$ cat src/rtl/fir_mac_sequencer_if.sv
// fir_mac_sequencer_if
// Groups the sample handshake, coefficient ROM bus and filtered-output
// signals of fir_mac_sequencer.
//   data_valid / data     : sample strobe and signed 16-bit sample
//   ready                 : sequencer can take a sample this cycle
//   coef_addr / coef_data : synchronous ROM address out, Q4.16 coefficient in
//   fir_valid / fir_d     : one-cycle output pulse and signed 16-bit result
//   done / overflow       : sticky status flags
// Modports: master = sample source / ROM / consumer side, slave = sequencer.
interface fir_mac_sequencer_if #(
    parameter int TAPS = 32
);
    localparam int AW = $clog2(TAPS);

    logic                 data_valid;
    logic signed [15:0]   data;
    logic                 ready;
    logic [AW-1:0]        coef_addr;
    logic signed [19:0]   coef_data;
    logic                 fir_valid;
    logic signed [15:0]   fir_d;
    logic                 done;
    logic                 overflow;

    modport master (
        output data_valid, data, coef_data,
        input  ready, coef_addr, fir_valid, fir_d, done, overflow
    );

    modport slave (
        input  data_valid, data, coef_data,
        output ready, coef_addr, fir_valid, fir_d, done, overflow
    );
endinterface

$ cat src/rtl/fir_mac_sequencer.sv
// fir_mac_sequencer
// Time-multiplexed FIR controller. Each accepted sample is written into a
// circular buffer, then one shared 16x20 signed MAC walks all TAPS taps
// (newest sample against coefficient 0). One sample is processed every
// TAPS+3 cycles; the result appears TAPS+2 cycles after the accept.
// Ports:
//   clk  : rising-edge clock
//   rst  : asynchronous, active-high reset
//   bus  : fir_mac_sequencer_if.slave (handshake, coefficient ROM, output)
// Parameters: TAPS (power of two, 4..64), NUM_OUT outputs before done,
// ACC_W accumulator width (>= 36).
// Build option: define FIR_SAT_EN to clamp the rounded result to the
// 16-bit signed range instead of letting it wrap.
module fir_mac_sequencer #(
    parameter int TAPS    = 32,
    parameter int NUM_OUT = 1024,
    parameter int ACC_W   = 36
) (
    input  logic               clk,
    input  logic               rst,
    fir_mac_sequencer_if.slave bus
);
    localparam int AW  = $clog2(TAPS);
    localparam int SCW = $clog2(TAPS + 1);
    localparam int OCW = $clog2(NUM_OUT + 1);

    typedef enum logic [1:0] {IDLE, MAC, DRAIN, OUT} state_t;

    state_t                 state_q, state_d;
    logic [AW-1:0]          wr_ptr_q, wr_ptr_d;
    logic [AW-1:0]          rd_ptr_q, rd_ptr_d;
    logic [AW-1:0]          coef_addr_q, coef_addr_d;
    logic signed [15:0]     sample_r_q, sample_r_d;
    logic signed [ACC_W-1:0] acc_q, acc_d;
    logic [SCW-1:0]         sample_cnt_q, sample_cnt_d;
    logic [OCW-1:0]         out_cnt_q, out_cnt_d;
    logic                   fir_valid_q, fir_valid_d;
    logic signed [15:0]     fir_d_q, fir_d_d;
    logic                   done_q, done_d;
    logic                   overflow_q, overflow_d;

    logic signed [15:0]     sample_mem [TAPS];
    logic                   mem_we;
    logic                   ready;
    logic                   accept;
    logic signed [35:0]     product;
    logic signed [ACC_W-1:0] acc_sum;
    logic signed [15:0]     rounded;

    // Products are sign-extended into the full accumulator; no truncation.
    always_comb begin
        product = sample_r_q * bus.coef_data;
        acc_sum = acc_q + ACC_W'(product);
    end

`ifdef FIR_SAT_EN
    logic signed [16:0] rounded_wide;

    // Round half up at 17 bits, then clamp into the 16-bit signed range.
    always_comb begin
        rounded_wide = {acc_sum[31], acc_sum[31:16]} + {16'd0, acc_sum[15]};
        if (rounded_wide > 17'sd32767) begin
            rounded = 16'sh7FFF;
        end else if (rounded_wide < -17'sd32768) begin
            rounded = -16'sd32768;
        end else begin
            rounded = rounded_wide[15:0];
        end
    end
`else
    // Round half up; the result simply wraps on overflow.
    always_comb begin
        rounded = acc_sum[31:16] + {15'd0, acc_sum[15]};
    end
`endif

    // Next-state logic. The ROM and the sample register each add one cycle,
    // so the product for tap k is accumulated when coef_addr already shows
    // k+1; the last product lands in DRAIN, whose sum feeds the output.
    always_comb begin
        state_d      = state_q;
        wr_ptr_d     = wr_ptr_q;
        rd_ptr_d     = rd_ptr_q;
        coef_addr_d  = coef_addr_q;
        sample_r_d   = sample_r_q;
        acc_d        = acc_q;
        sample_cnt_d = sample_cnt_q;
        out_cnt_d    = out_cnt_q;
        fir_valid_d  = 1'b0;
        fir_d_d      = fir_d_q;
        done_d       = done_q;
        overflow_d   = overflow_q;
        mem_we       = 1'b0;
        ready        = (state_q == IDLE) && !done_q;
        accept       = bus.data_valid && ready;

        if (bus.data_valid && !ready) begin
            overflow_d = 1'b1;
        end

        unique case (state_q)
            IDLE: begin
                if (accept) begin
                    mem_we      = 1'b1;
                    wr_ptr_d    = wr_ptr_q + AW'(1);
                    rd_ptr_d    = wr_ptr_q;
                    acc_d       = '0;
                    coef_addr_d = '0;
                    if (sample_cnt_q != SCW'(TAPS)) begin
                        sample_cnt_d = sample_cnt_q + SCW'(1);
                    end
                    state_d = MAC;
                end
            end
            MAC: begin
                sample_r_d = sample_mem[rd_ptr_q];
                rd_ptr_d   = rd_ptr_q - AW'(1);
                if (coef_addr_q != '0) begin
                    acc_d = acc_sum;
                end
                if (coef_addr_q == AW'(TAPS - 1)) begin
                    state_d = DRAIN;
                end else begin
                    coef_addr_d = coef_addr_q + AW'(1);
                end
            end
            DRAIN: begin
                acc_d = acc_sum;
                // Warm-up results are computed but never presented.
                if (sample_cnt_q == SCW'(TAPS)) begin
                    fir_valid_d = 1'b1;
                    fir_d_d     = rounded;
                    if (out_cnt_q != OCW'(NUM_OUT)) begin
                        out_cnt_d = out_cnt_q + OCW'(1);
                    end
                    if (out_cnt_q == OCW'(NUM_OUT - 1)) begin
                        done_d = 1'b1;
                    end
                end
                state_d = OUT;
            end
            OUT: begin
                state_d = IDLE;
            end
            default: begin
                state_d = IDLE;
            end
        endcase
    end

    always_ff @(posedge clk or posedge rst) begin
        if (rst) begin
            state_q      <= IDLE;
            wr_ptr_q     <= '0;
            rd_ptr_q     <= '0;
            coef_addr_q  <= '0;
            sample_r_q   <= '0;
            acc_q        <= '0;
            sample_cnt_q <= '0;
            out_cnt_q    <= '0;
            fir_valid_q  <= 1'b0;
            fir_d_q      <= '0;
            done_q       <= 1'b0;
            overflow_q   <= 1'b0;
        end else begin
            state_q      <= state_d;
            wr_ptr_q     <= wr_ptr_d;
            rd_ptr_q     <= rd_ptr_d;
            coef_addr_q  <= coef_addr_d;
            sample_r_q   <= sample_r_d;
            acc_q        <= acc_d;
            sample_cnt_q <= sample_cnt_d;
            out_cnt_q    <= out_cnt_d;
            fir_valid_q  <= fir_valid_d;
            fir_d_q      <= fir_d_d;
            done_q       <= done_d;
            overflow_q   <= overflow_d;
        end
    end

    // Sample storage is deliberately left unreset; warm-up suppression
    // hides stale contents until every slot has been rewritten.
    always_ff @(posedge clk) begin
        if (mem_we) begin
            sample_mem[wr_ptr_q] <= bus.data;
        end
    end

    assign bus.ready     = ready;
    assign bus.coef_addr = coef_addr_q;
    assign bus.fir_valid = fir_valid_q;
    assign bus.fir_d     = fir_d_q;
    assign bus.done      = done_q;
    assign bus.overflow  = overflow_q;
endmodule
$ cat src/flat_wrapper.sv
// flat-port wrapper written by rule: the top's interface ports become plain ports
module fir_mac_sequencer_flat 
#(
    parameter int TAPS    = 32,
    parameter int NUM_OUT = 1024,
    parameter int ACC_W   = 36
)
  (clk, rst, bus_data_valid, bus_data, bus_coef_data, bus_ready, bus_coef_addr, bus_fir_valid, bus_fir_d, bus_done, bus_overflow);
  fir_mac_sequencer_if #(.TAPS(TAPS)) bus_i ();
  input  logic clk;
  input  logic rst;
  input wire logic [$bits(bus_i.data_valid)-1:0] bus_data_valid;
  input wire logic [$bits(bus_i.data)-1:0] bus_data;
  input wire logic [$bits(bus_i.coef_data)-1:0] bus_coef_data;
  output wire logic [$bits(bus_i.ready)-1:0] bus_ready;
  output wire logic [$bits(bus_i.coef_addr)-1:0] bus_coef_addr;
  output wire logic [$bits(bus_i.fir_valid)-1:0] bus_fir_valid;
  output wire logic [$bits(bus_i.fir_d)-1:0] bus_fir_d;
  output wire logic [$bits(bus_i.done)-1:0] bus_done;
  output wire logic [$bits(bus_i.overflow)-1:0] bus_overflow;
  assign bus_i.data_valid = bus_data_valid;
  assign bus_i.data = bus_data;
  assign bus_i.coef_data = bus_coef_data;
  assign bus_ready = bus_i.ready;
  assign bus_coef_addr = bus_i.coef_addr;
  assign bus_fir_valid = bus_i.fir_valid;
  assign bus_fir_d = bus_i.fir_d;
  assign bus_done = bus_i.done;
  assign bus_overflow = bus_i.overflow;
  fir_mac_sequencer #(.TAPS(TAPS), .NUM_OUT(NUM_OUT), .ACC_W(ACC_W)) u_core (.clk(clk), .rst(rst), .bus(bus_i));
endmodule
$ cat config.mk
export PLATFORM = sky130hd
export DESIGN_NAME = fir_mac_sequencer_flat
export DESIGN_NICKNAME = d
export VERILOG_FILES = /design/src/rtl/fir_mac_sequencer_if.sv /design/src/rtl/fir_mac_sequencer.sv /design/src/flat_wrapper.sv
export SDC_FILE = /design/constraint.sdc
export NUM_CORES = 2
export LEC_CHECK = 0
export CAP_MARGIN = 20
export CORE_MARGIN = 2
export CORE_UTILIZATION = 60
export CTS_CLUSTER_SIZE = 25
export DETAILED_ROUTE_END_ITERATION = 10
export GPL_TIMING_DRIVEN = 0
export PLACE_DENSITY = 0.83
export SYNTH_ARGS = -nofsm -noshare
export SYNTH_HDL_FRONTEND = slang
export SYNTH_SLANG_ARGS = --single-unit
$ cat constraint.sdc
create_clock -name clk -period 18.6 [get_ports clk]
set_input_delay 2.79 -clock clk [delete_from_list [all_inputs] [get_ports clk]]
set_output_delay 2.79 -clock clk [all_outputs]
set_load 0.03 [all_outputs]
==> metrics.md <==
| Metric | Value |
|---|---|
| Post-DRT Antenna Nets | `0` |
| Synth Area in XOR/XNOR | `1.75%` |
| TritonCTS buffer count | `54` |
| Post-Synthesis Cells | `roughly 2600` |
| Worst path bufs/invs | `9` |
| RSZ-0062 raised after global routing | `false` |
| FMAX | `between 90 and 100 MHz` |
| Slew @ Worst Pin | `between 1000 and 1500 ps` |
| Post-Synth Adder-Cell Area | `21.5%` |
| Hold slack | `487 ps` |
| Mean area per synthesized cell | `about 14 µm²` |
| Ranking of synthesized cells by area | `edfxtp_1 (43%), fa_1 (18%), mux4_2 (10%)` |
| Crit path DAT | `11000 ps` |
| R2R Setup Slk | `approximately 11000 ps` |
| Overall die height | `roughly 250 µm` |
| Synth Register Bits | `between 600 and 700` |
| HP Class | `reg -> reg` |
| Routed Wire Length | `97800 µm` |
| TritonCTS Sinks | `between 600 and 700` |
| Largest net degree at the start of global routing | `a little under 60` |
| Worst-Skew Late Latency | `~620 ps` |
| CP peak stage delay | `790 ps` |
| Clock skew | `~30 ps` |
| Crit end category | `flop` |
| Drt via density | `~6.3` |
| Critical Path Fanout Max | `10` |
| Clock Tree Buf Depth | `3` |
| Post-CTS Setup Inserts | `0` |
| CP delay by family, top | `adder cells` |
| Placer Congestion | `0.969` |
| Vias in the first global route | `~24000` |
| Post-synthesis mux area share | `about a tenth` |
| Post-synth top area share | `between 40 and 50%` |
| Post-synth cell types | `76` |
| Setup CP Type | `in -> reg` |
| Top FF cell, synth | `edfxtp_1` |
| Port bufs | `63` |
| All-Layer GR Usage | `between 30% and 40%` |
| Final Util | `between 60% and 70%` |
| DIE AREA | `62000 µm²` |
| Layout cells sized above 1 | `12.1%` |
| Cell taking the most area after synthesis | `edfxtp_1` |
| Dpl hpwl | `just under 70000 µm` |
| Layout area overhead | `11.3%` |
| First-pass GRT wire length | `145000 µm` |
| Largest family of logic cells by synthesized area | `adder cells` |
| Nets | `between 3000 and 4000` |
| Sequential area share after synthesis | `about 50%` |
| Fill cell count | `around 3900` |
| Final Max Slew Viols | `0` |
| Starting DRT DRC Count | `roughly 2600` |
| Outcome | `finished clean` |
| Final setup violation count | `0` |
| Post-synthesis net count | `around 3000` |
| Startpoint types | `input pin` |
| Initial Util | `approximately three fifths` |
| Total grt overflow | `0` |
| I/O pins | `64` |
| Post-Syn Area | `36000 µm²` |
| Max_slew headroom | `about 22%` |
| Final min period | `around 11000 ps` |
| Core ar. | `just under 60000 µm²` |
| Hold_buf cts | `0` |
| Synthesis Warnings | `0` |
| Fin crit share | `around 57%` |
| Ys async rst share | `roughly 16%` |
| Crit-path slowest cell | `nor4b_1` |
| Die Wd | `about 250 µm` |
| CTS HTree Levels | `2` |
| Number of core rows | `approximately 90` |
| Number of synthesized flops with an enable pin | `about 510` |
| Footprint of the multi-input gates | `between 15000 and 20000 µm²` |
| Register area | `between 15000 and 20000 µm²` |
| Setup TNS | `0 ps` |
| First-pass iteration count of the detailed router | `6` |
| Clock Pin Slew Worst Setup and Hold Paths | `~60 ps` |
| DR WL/cell | `27.8 µm` |
| Data required, critical path | `19080 ps` |
| Simple-Gate Fraction of Synth Area | `approximately 8%` |
| TritonCTS clock tree | `done` |
| DR DRC count | `0` |
| Root Buffer Master | `clkbuf_16` |
| Number of max-cap violations | `0` |
| Post-CTS sizing | `0` |
| Antenna violations before repair | `2` |
| Fin. Hold Viols | `0` |
| Via count | `~22000` |
| Compound-gate portion of the synthesized area | `between 3 and 4%` |
[routing by layer]
layer  GRT usage (%)  vias to the layer above  share of wire, %
met5               0                        -                 0
met4            12.8                        0               5.0
met3            4.83                      303               9.7
met2            52.8                     1510                50
met1            41.2                    11451                35
li1                -                     9080                 -
[flip-flops by register name, indices dropped and copies added (netlist names), 2 cells and up]
name	cells
u_core.sample_cnt_q	6
u_core.bus.coef_addr	5
u_core.rd_ptr_q	5
u_core.out_cnt_q	11
u_core.bus.fir_d	16
u_core.state_q	2
u_core.sample_r_q	16
u_core.sample_mem	512
u_core.wr_ptr_q	5
u_core.acc_q	32
[area by class of cell]
type,count,area share (%)
flip-flops and latches,613,44.7
diodes,1,0.00624
well taps,773,2.41
multi-input cells,1446,40.7
repair buffers,95,3.00
inverters,374,3.51
clock inverters,29,0.940
plain buffers,117,1.15
clock buffers,71,3.60
[worst register-to-register path, delay by kind of cell (launching register included)]
family	cells	cell delay, ps
adders and majority gates	8	3010
AOI/OAI and AO/OA	7	1640
and+or+nand+nor	5	1580
buffers and inverters	8	1000
DFF	1	460
xor gates and xnor gates	1	210
[Yosys cell counts, types with 8 or more instances]
cell and n:
inv_1 373, nor2b_1 12, mux2i_1 16, nand2_1 253, ha_1 115, a21oi_1 43, xnor2_1 49, o21ai_0 46
nor2_1 85, xor2_1 23, fa_1 315, nand3_1 15, nand2b_1 13, nand4_1 15, mux4_2 160, clkbuf_1 99
a22o_1 17, dfrtp_1 101, nor3_1 12, and3_1 8, a21o_1 10, edfxtp_1 512, and2_1 135, buf_1 14
[stage by stage]
stage	setup slack (ps)	std cells	instance area, µm²
4_1_cts	8180	3504	39800
6_report	8080	3519	40100
5_1_grt	7620	3518	40100
3_3_place_gp	7640	3386	37600
3_5_place_dp	7620	3404	38000
2_1_floorplan	9580	2550	36000
[kinds of logic (layout without fill, tap and decap cells)]
| logic type | count (synthesis) | count (layout) |
|---|---|---|
| compound gates | 186 | 186 |
| xor+xnor | 72 | 72 |
| fa+ha+maj | 430 | 430 |
| buf+inv | 491 | 686 |
| flops | 613 | 613 |
| mux | 177 | 177 |
| other cells | 0 | 1 |
| simple gates | 581 | 581 |
[final timing paths]
check,depth (start not counted),start,end
worst max-delay path,26,bus_coef_data[7],u_core.bus.fir_d[13]$_DFFE_PP0P_
worst min-delay path,2,u_core.bus.fir_d[1]$_DFFE_PP0P_,u_core.bus.fir_d[1]$_DFFE_PP0P_
worst max register to register,29,u_core.sample_r_q[2]$_DFFE_PP0P_,u_core.bus.fir_d[13]$_DFFE_PP0P_
worst min register to register,2,u_core.bus.fir_d[1]$_DFFE_PP0P_,u_core.bus.fir_d[1]$_DFFE_PP0P_
max in group asynchronous,3,rst,u_core.bus.overflow$_DFFE_PP0P_
min in group asynchronous,2,rst,u_core.out_cnt_q[10]$_DFFE_PP0P_
[cells in the final DEF (no fill, tap or decap), types with 54 or more instances in the layout]
cell	count
and2_1	135
clkbuf_1	112
clkbuf_16	54
clkdlybuf4s50_1	60
dfrtp_1	101
edfxtp_1	512
fa_1	315
ha_1	115
inv_1	372
mux4_2	160
nand2_1	253
nor2_1	54
Power is left out: the tool's default activity adds up to more than one toggle a clock period on the data nets, which glitch-free logic cannot reach.
